File: config.mk
export PLATFORM = sky130hd
export DESIGN_NAME = sample_arbiter
export DESIGN_NICKNAME = d
export VERILOG_FILES = /design/src/rtl/sample_arbiter_pkg.sv /design/src/rtl/sample_arbiter_rr_pick.sv /design/src/rtl/sample_arbiter.sv
export SDC_FILE = /design/constraint.sdc
export NUM_CORES = 1
export LEC_CHECK = 0
export BUFFER_PORTS_ARGS = -buffer_cell sky130_fd_sc_hd__buf_2
export CAP_MARGIN = 20
export CORE_UTILIZATION = 52
export DETAILED_ROUTE_END_ITERATION = 12
export PLACE_DENSITY = 0.8
export SETUP_SLACK_MARGIN = 0.1
export SLEW_MARGIN = 25
export SYNTH_ARGS = -nofsm -noshare
export SYNTH_HDL_FRONTEND = slang
export SYNTH_SLANG_ARGS = --single-unit
File: constraint.sdc
create_clock -name clk -period 4.75 [get_ports clk]
set_input_delay 0.95 -clock clk [delete_from_list [all_inputs] [get_ports clk]]
set_output_delay 0.95 -clock clk [all_outputs]
set_load 0.01 [all_outputs]
File: src/rtl/sample_arbiter_pkg.sv
// Shared types and sizing helpers for the round-robin sample arbiter.
package sample_arbiter_pkg;

  // Ownership state: free arbitration or a locked burst owner
  typedef enum logic [0:0] {
    IDLE  = 1'b0,
    OWNED = 1'b1
  } arb_state_e;

  // Burst counter is sized for the largest legal MAX_BURST (255)
  localparam int unsigned CNT_W = 8;

  // Index width for n requesters (at least one bit)
  function automatic int unsigned idx_w(input int unsigned n);
    return (n > 1) ? $clog2(n) : 1;
  endfunction

endpackage

File: src/rtl/sample_arbiter_rr_pick.sv
// Rotating-priority picker: first requester after ptr, searched circularly.
module sample_arbiter_rr_pick
  import sample_arbiter_pkg::*;
#(
  parameter int unsigned N  = 4,
  parameter int unsigned IW = idx_w(N)
) (
  input  logic [N-1:0]  req_i,
  input  logic [IW-1:0] ptr_i,
  output logic [N-1:0]  gnt_o,
  output logic [IW-1:0] idx_o,
  output logic          any_o
);

  logic [IW-1:0] cand;
  logic          found;

  // Walk ptr+1, ptr+2, ... wrapping at N; first asserted request wins
  always_comb begin
    gnt_o = '0;
    idx_o = '0;
    found = 1'b0;
    cand  = '0;
    for (int unsigned k = 1; k <= N; k++) begin
      cand = IW'((32'(ptr_i) + k) % N);
      if (!found && req_i[cand]) begin
        found        = 1'b1;
        gnt_o[cand]  = 1'b1;
        idx_o        = cand;
      end
    end
  end

  assign any_o = found;

endmodule

File: src/rtl/sample_arbiter.sv
// Round-robin arbiter feeding one registered capture stage, with bounded
// lock bursts that let a requester keep ownership for back-to-back words.
module sample_arbiter
  import sample_arbiter_pkg::*;
#(
  parameter int unsigned N         = 4,
  parameter int unsigned W         = 8,
  parameter int unsigned MAX_BURST = 4
) (
  input  logic                  clk,
  input  logic                  rst_n,
  input  logic [N-1:0]          req,
  input  logic [N-1:0]          lock,
  input  logic [N*W-1:0]        data,
  output logic [N-1:0]          grant,
  output logic [W-1:0]          out_data,
  output logic [idx_w(N)-1:0]   out_src,
  output logic                  out_valid,
  input  logic                  out_ready
);

  localparam int unsigned IW = idx_w(N);

  arb_state_e        state_q, state_d;
  logic [IW-1:0]     ptr_q;
  logic [IW-1:0]     owner_q;
  logic [CNT_W-1:0]  cnt_q, cnt_d;
  logic [W-1:0]      data_q;
  logic [IW-1:0]     src_q;
  logic              valid_q;

  logic [W-1:0]      words [N];
  logic              slot_free;
  logic [N-1:0]      pick_gnt;
  logic [IW-1:0]     pick_idx;
  logic              pick_any;
  logic [N-1:0]      gnt;
  logic [IW-1:0]     xfer_idx;
  logic              xfer;
  logic              keep_lock;
  logic              release_owner;

  // Unpack the flat requester bus into per-requester words
  for (genvar i = 0; i < N; i++) begin : g_words
    assign words[i] = data[i*W +: W];
  end

  sample_arbiter_rr_pick #(
    .N  (N),
    .IW (IW)
  ) u_rr_pick (
    .req_i (req),
    .ptr_i (ptr_q),
    .gnt_o (pick_gnt),
    .idx_o (pick_idx),
    .any_o (pick_any)
  );

  assign slot_free = !valid_q || out_ready;

  // Grant decode: round robin when idle, owner only when locked, nothing in reset
  always_comb begin
    gnt      = '0;
    xfer_idx = pick_idx;
    if (rst_n && slot_free) begin
      if (state_q == IDLE) begin
        if (pick_any) gnt = pick_gnt;
      end else begin
        xfer_idx = owner_q;
        if (req[owner_q]) gnt[owner_q] = 1'b1;
      end
    end
  end

  assign xfer          = |gnt;
  assign cnt_d         = (state_q == IDLE) ? CNT_W'(1) : cnt_q + CNT_W'(1);
  assign keep_lock     = lock[xfer_idx] && (32'(cnt_d) < MAX_BURST);
  assign release_owner = slot_free && (state_q == OWNED) && !xfer;

  // Next ownership state: lock sampled only on a transfer, owner dropout releases
  always_comb begin
    state_d = state_q;
    if (xfer) begin
      state_d = keep_lock ? OWNED : IDLE;
    end else if (release_owner) begin
      state_d = IDLE;
    end
  end

  // State, round-robin pointer, burst owner/count and capture register
  always_ff @(posedge clk or negedge rst_n) begin
    if (!rst_n) begin
      state_q <= IDLE;
      ptr_q   <= IW'(N - 1);
      owner_q <= '0;
      cnt_q   <= '0;
      data_q  <= '0;
      src_q   <= '0;
      valid_q <= 1'b0;
    end else begin
      state_q <= state_d;
      if (xfer) begin
        data_q  <= words[xfer_idx];
        src_q   <= xfer_idx;
        valid_q <= 1'b1;
        ptr_q   <= xfer_idx;
        owner_q <= xfer_idx;
        cnt_q   <= keep_lock ? cnt_d : '0;
      end else begin
        if (out_ready) valid_q <= 1'b0;
        if (release_owner) cnt_q <= '0;
      end
    end
  end

  assign grant     = gnt;
  assign out_data  = data_q;
  assign out_src   = src_q;
  assign out_valid = valid_q;

endmodule
# Word-level counts from Yosys, hierarchy flattened
# Cells that the tools add are included.
[totals]
register_bits = 22
in_bits = 43
out_inout_bits = 15
word_cells = 101
[op_classes]
add_sub_neg = 5
order_cmp = 13
muxes = 52
n_bitwise = 4
n_reduce_logical = 21
[ops]
columns = ["operator", "count"]
rows = [
  ["$mux W8", 6],
  ["$mux W4", 8],
  ["$mux W1", 20],
  ["$lt A2 B3 Y1 const B", 6],
  ["$bmux W8 S2", 1],
  ["$bmux W1 S2", 6],
  ["$logic_and A1 B1 Y1", 12],
  ["$mux W2", 6],
  ["$or A4 B4 Y4", 3],
  ["$demux W1 S2", 5],
  ["$ge A2 B1 Y1 const B", 5],
  ["$add A8 B1 Y8 const B", 1],
  ["$lt A8 B3 Y1 const B", 1],
  ["$logic_not A1 Y1", 5],
  ["$add A2 B1 Y2 const B", 2],
  ["$add A2 B2 Y2 const B", 2],
  ["$reduce_bool A2 Y1", 2],
  ["$reduce_or A4 Y1", 1],
  ["$ge A3 B3 Y1 const B", 1],
  ["$not A2 Y3", 1],
  ["$logic_or A1 B1 Y1", 1],
]

# Longest topological paths before layout
[logic_depth]
depth_word = 21
ltp_mapped = 14
mapped_depth_nobuf = 9

# By module
# Synthesis repeated with hierarchy kept, for this count alone.
[hier_totals]
hier_cells = 224
area_unflattened_um2 = 2010.7
[by_module_without_submodules]
columns = ["module", "n_inst", "cells_each", "area_each_um2", "seq_area_each_um2"]
rows = [
  ["sample_arbiter", 1, 138, 1381.3, 553.0],
  ["sample_arbiter_rr_pick", 1, 86, 629.4, 0.0],
]

# Least setup slack after synthesis
# Ideal clock, no wire load.
[synth_timing]
kind = "register -> register"
startpoint = "reg ptr_q[0]"
endpoint = "reg data_q[0] (netlist: out_data[0])"
setup_ns = 0.125
t_arrival_ns = 3.624
required_ns = 4.625
slack_ns = 1.001
path_stages_with_launch = 14
path_buffers = 4
period_less_slack_ns = 3.749
cell_sequence = "dfstp_2 -> buf_6 -> clkbuf_1 -> inv_1 -> ha_1 -> clkbuf_1 -> mux4_2 -> a21oi_1 -> nand2_1 -> o311a_1 -> or2_1 -> or3_4 -> buf_6 -> mux2_4"
[synth_via]
word_cells_on_any_way = 63
cone_classes = "4 x add/sub; 8 x order compare; 36 x mux; 4 x bitwise; 11 x reduce/logical"
[synth_rtl]
columns = ["element", "line", "text"]
rows = [
  ["from (decl)", "sample_arbiter.sv:25", "logic [IW-1:0] ptr_q;"],
  ["from (signal assigned)", "sample_arbiter.sv:94", "ptr_q <= IW'(N - 1);"],
  ["from (signal assigned)", "sample_arbiter.sv:106", "ptr_q <= xfer_idx;"],
  ["parallel branches: the longest is 13 deep, another holds $lt A2 B3 Y1", "--", ""],
  ["$mux W4 (*)", "sample_arbiter.sv:67", "if (pick_any) gnt = pick_gnt;"],
  ["$mux W4 (*)", "sample_arbiter.sv:66", "if (state_q == IDLE) begin"],
  ["$mux W4 (*)", "sample_arbiter.sv:65", "if (rst_n && slot_free) begin"],
  ["named net grant[2]", "sample_arbiter.sv:15", "output logic [N-1:0] grant,"],
  ["$reduce_or A4 Y1 (*)", "sample_arbiter.sv:75", "assign xfer = |gnt;"],
  ["to (signal assigned)", "sample_arbiter.sv:103", "data_q <= words[xfer_idx];"],
  ["to (decl)", "sample_arbiter.sv:28", "logic [W-1:0] data_q;"],
]
# Mark *: on every way through the listed nets, which the timed path passes. The select of a mux whose other input is x is not followed.
# A chain may end at the register's enable or synchronous reset.

# Worst setup path after layout
[layout_timing]
startpoint = "reg ptr_q[0]"
endpoint = "out grant[0]"
[layout_via]
elab_chain_len = 16
word_cells_on_any_way = 52
cone_classes = "4 x add/sub; 8 x order compare; 27 x mux; 3 x bitwise; 10 x reduce/logical"
[layout_rtl]
columns = ["element", "line"]
rows = [
  ["parallel branches: the longest is 13 deep, another holds $lt A2 B3 Y1", "--"],
  ["$mux W4 (*)", "sample_arbiter.sv:67"],
  ["$mux W4 (*)", "sample_arbiter.sv:66"],
  ["$mux W4 (*)", "sample_arbiter.sv:65"],
  ["to (decl)", "sample_arbiter.sv:15"],
]
# Every way passes the cells marked *. The select of a mux whose other input is x is not followed.

==> results.toml <==
[outcome]
status = "completed"

[critical_path]
crit_type = "reg -> out"
required_ps = 3800
path_buf_inv = 2
cpMaxStageDelayCell = "dfstp_2"
path_cells = "inv_1, ha_1, or4b_2, a21oi_1, nor2_1, a21oi_1, buf_2"
r2r_setup_slack_ps = 1070
worst-r2r-cell-count = 9
cpPeakStageDelay_ps = 770
crit_path_end_kind = "output pin"
arrival_ps = 3030
r2r-end = "out_data[5]"
rr_startpoint = "ptr_q[0]"
crit_fanout = 21
cp-start-kind = "register"
critPathTopFamily = "flip-flops"
crit_path_frequent_cell = "a21oi_1"

[cts]
cts_hold_buf = 0
cts_max_path_buffers = 2
cts_root_buf = "clkbuf_8"
clock_sinks = 22
cts_made_buffers = 3
cts.repair.resized = 0
cts.reportedPaths.clkPinSlew_ps = 70
cts_max_level = 1
post-cts-setup-buffer-count = 0
clock_latency_ps = 260
cts_tree = "built"

[power]
p_leak_nw = 1.14
switching_share_pct = 44.5
p_sw_mw = 0.702
clkPwrFrac_pct = 7.3
powerDensity_nw_per_um2 = 691
p_int_mw = 0.875
peakVddDrop_uv = 380
seqPwrFrac_pct = 23.1
comb_power_share_pct = 69.6

[global_route]
globalRouteMet1Util_pct = 29.6
grt_use_met3_pct = 4.17
grt_max_degree = 26
antenna_found_initial = 0
grt_pass1_wl_um = 7460
first_global_vias = 1639
met2_usage_pct = 41.0
gr-max-usage-layer = "met2"
grt_overflow = 0
track_usage_pct = 23.6

[floorplan]
die_y_um = 63.2
core_region_area_um2 = 3470
rows = 21
start_util_pct = 56.2
die_x_um = 63.2
dieArea_um2 = 3990
pin_count = 58

[logic_synthesis]
dominantRegCellSynth = "dfrtp_1"
synth_top_area_share_pct = 25.7
yosysUniqueCellTypes = 47
synth.avg_cell_area_um2 = 9.69
synth_commonest_cells = "mux2i_1 (33), dfrtp_1 (20), and3_1 (11)"
ys_seq_elements = 22
seq_area_frac_synth_pct = 28.4
synth.most_common_cell = "mux2i_1"
ys_warn_count = 0
syn-num-nets = 253
syn_area_um2 = 1950
synth_area_leader_cell = "dfrtp_1"
synthArstFlopShare_pct = 100
synth_edf_count = 0
netlist_instances = 201
synth_area_leaders = "dfrtp_1 (26%), mux2i_1 (17%), mux2_4 (6.2%)"

[timing]
finClkSkew_ps = 6.36
rsz0062_at_grt = "false"
hold_ws_ps = 514
final.min_clock_period_ps = 3980
finalHoldViolations = 0
slew_violations = 0
setup_tns_ps = 0
slew-limit-headroom_pct = 52.7
fmax_mhz = 251
final-setup-viol-count = 0
worstMarginPinSlew_ps = 690
post-route-period-util_pct = 83.8

[final_layout]
antenna_cells = 0
fin_nets = 303
drive_gt1_share_pct = 33.2
area_growth_pct = 17.2

[routing]
antenna_left = 0
drt_iter0_markers = 219
drc = 0
post_drt_via_cell_ratio = 5.91
vias = 1750
finalWirelength_um = 4400
dr.pass1.iters = 4
wl_per_cell_um = 14.8

[placed_design]
place_hpwl_um = 3180
numPortBuffers = 57
globalplace.congestion = 0.909

[run]
cap_viol_max_count = 0

[hold_path]
hold_path.startpoint = "out_data[7]"
min_to = "out_data[7]"
hold_path.class = "reg -> reg"
hold-path-cell-count = 1
[sequential cells by signal, indices dropped and copies added, names as in the netlist]
signal and flops:
cnt_q 8, out_data 8, out_src 2, ptr_q 2
out_valid 1, state_q 1
[power groups by stage]
stage | combinational, mW | sequential (mW) | clock (mW)
after floorplan | 0.892 | 0.343 | 0
after global placement | 1.07 | 0.364 | 0
after detailed placement | 1.09 | 0.364 | 0
after CTS | 1.10 | 0.364 | 0.120
after global routing | 1.19 | 0.378 | 0.130
final | 1.10 | 0.364 | 0.116
[stage by stage]
stage / power (mW) / utilization (%) / cell area, µm² / setup slack, ps / cells
after floorplan: 1.23 / - / 1950 / 1000 / 201
after global placement: 1.44 / 64.5 / 2240 / 1140 / 292
after detailed placement: 1.45 / 64.5 / 2240 / 1090 / 292
after CTS: 1.58 / 65.8 / 2280 / 772 / 296
after global routing: 1.70 / 65.8 / 2280 / 528 / 296
final: 1.58 / 65.8 / 2280 / 770 / 296
[worst register-to-register path, stage by stage (launching register included)]
cell and delay [ps]:
dfstp_2 770, inv_1 210, ha_1 520, mux4_2 440, a21oi_1 190, nand2_1 80, o311a_1 340, or2_1 240
or3_4 460, mux2_4 340
[kinds of logic (layout without fill, tap and decap cells)]
| family | count (synthesis) | count (layout) | synth area share [%] |
|---|---|---|---|
| buf+inv | 24 | 73 | 6.10 |
| simple gates | 59 | 59 | 18.0 |
| compound gates | 39 | 39 | 13.7 |
| mux | 46 | 46 | 27.2 |
| fa+ha+maj | 9 | 9 | 5.78 |
| xor+xnor | 2 | 2 | 0.899 |
| flops | 22 | 22 | 28.4 |
[metal layers]
layer / vias up / wire length, µm
met4: 0 / 55
met3: 10 / 281
met1: 808 / 1810
met5: - / 0
met2: 77 / 2250
li1: 855 / -
[worst max path at each step]
stage          startpoint          end  slack [ps]  cells past startpoint
4_1_cts          ptr_q[0]     grant[0]         770                      7
2_1_floorplan    ptr_q[0]  out_data[0]        1000                     13
6_report         ptr_q[0]     grant[0]         770                      7
5_1_grt          ptr_q[0]     grant[0]         530                      7
3_5_place_dp     ptr_q[0]     grant[0]        1090                      7
3_3_place_gp       req[2]     grant[0]        1140                      7
[cells in the final DEF (no fill, tap or decap), types with 3 or more instances in the layout]
cell type,n
buf_2,57
mux2i_1,33
dfrtp_1,20
and3_1,11
inv_1,10
nand2_1,10
ha_1,9
mux2_4,8
a21oi_1,7
o21ai_0,7
nand4_1,6
a211oi_1,6
nor2_1,5
nand3_1,5
mux2_2,3
a32oi_1,3
nor4_1,3
o22ai_1,3
clkbuf_8,3
[cell type report]
cell class | count | area (µm²)
fill | 315 | 1180
tap | 46 | 57.6
clock buffer | 4 | 45.0
multi-input combinational | 155 | 1290
timing repair buffer | 59 | 300
inverter | 10 | 37.5
sequential | 22 | 553
Note: power is estimated with default switching activity, not from simulation.
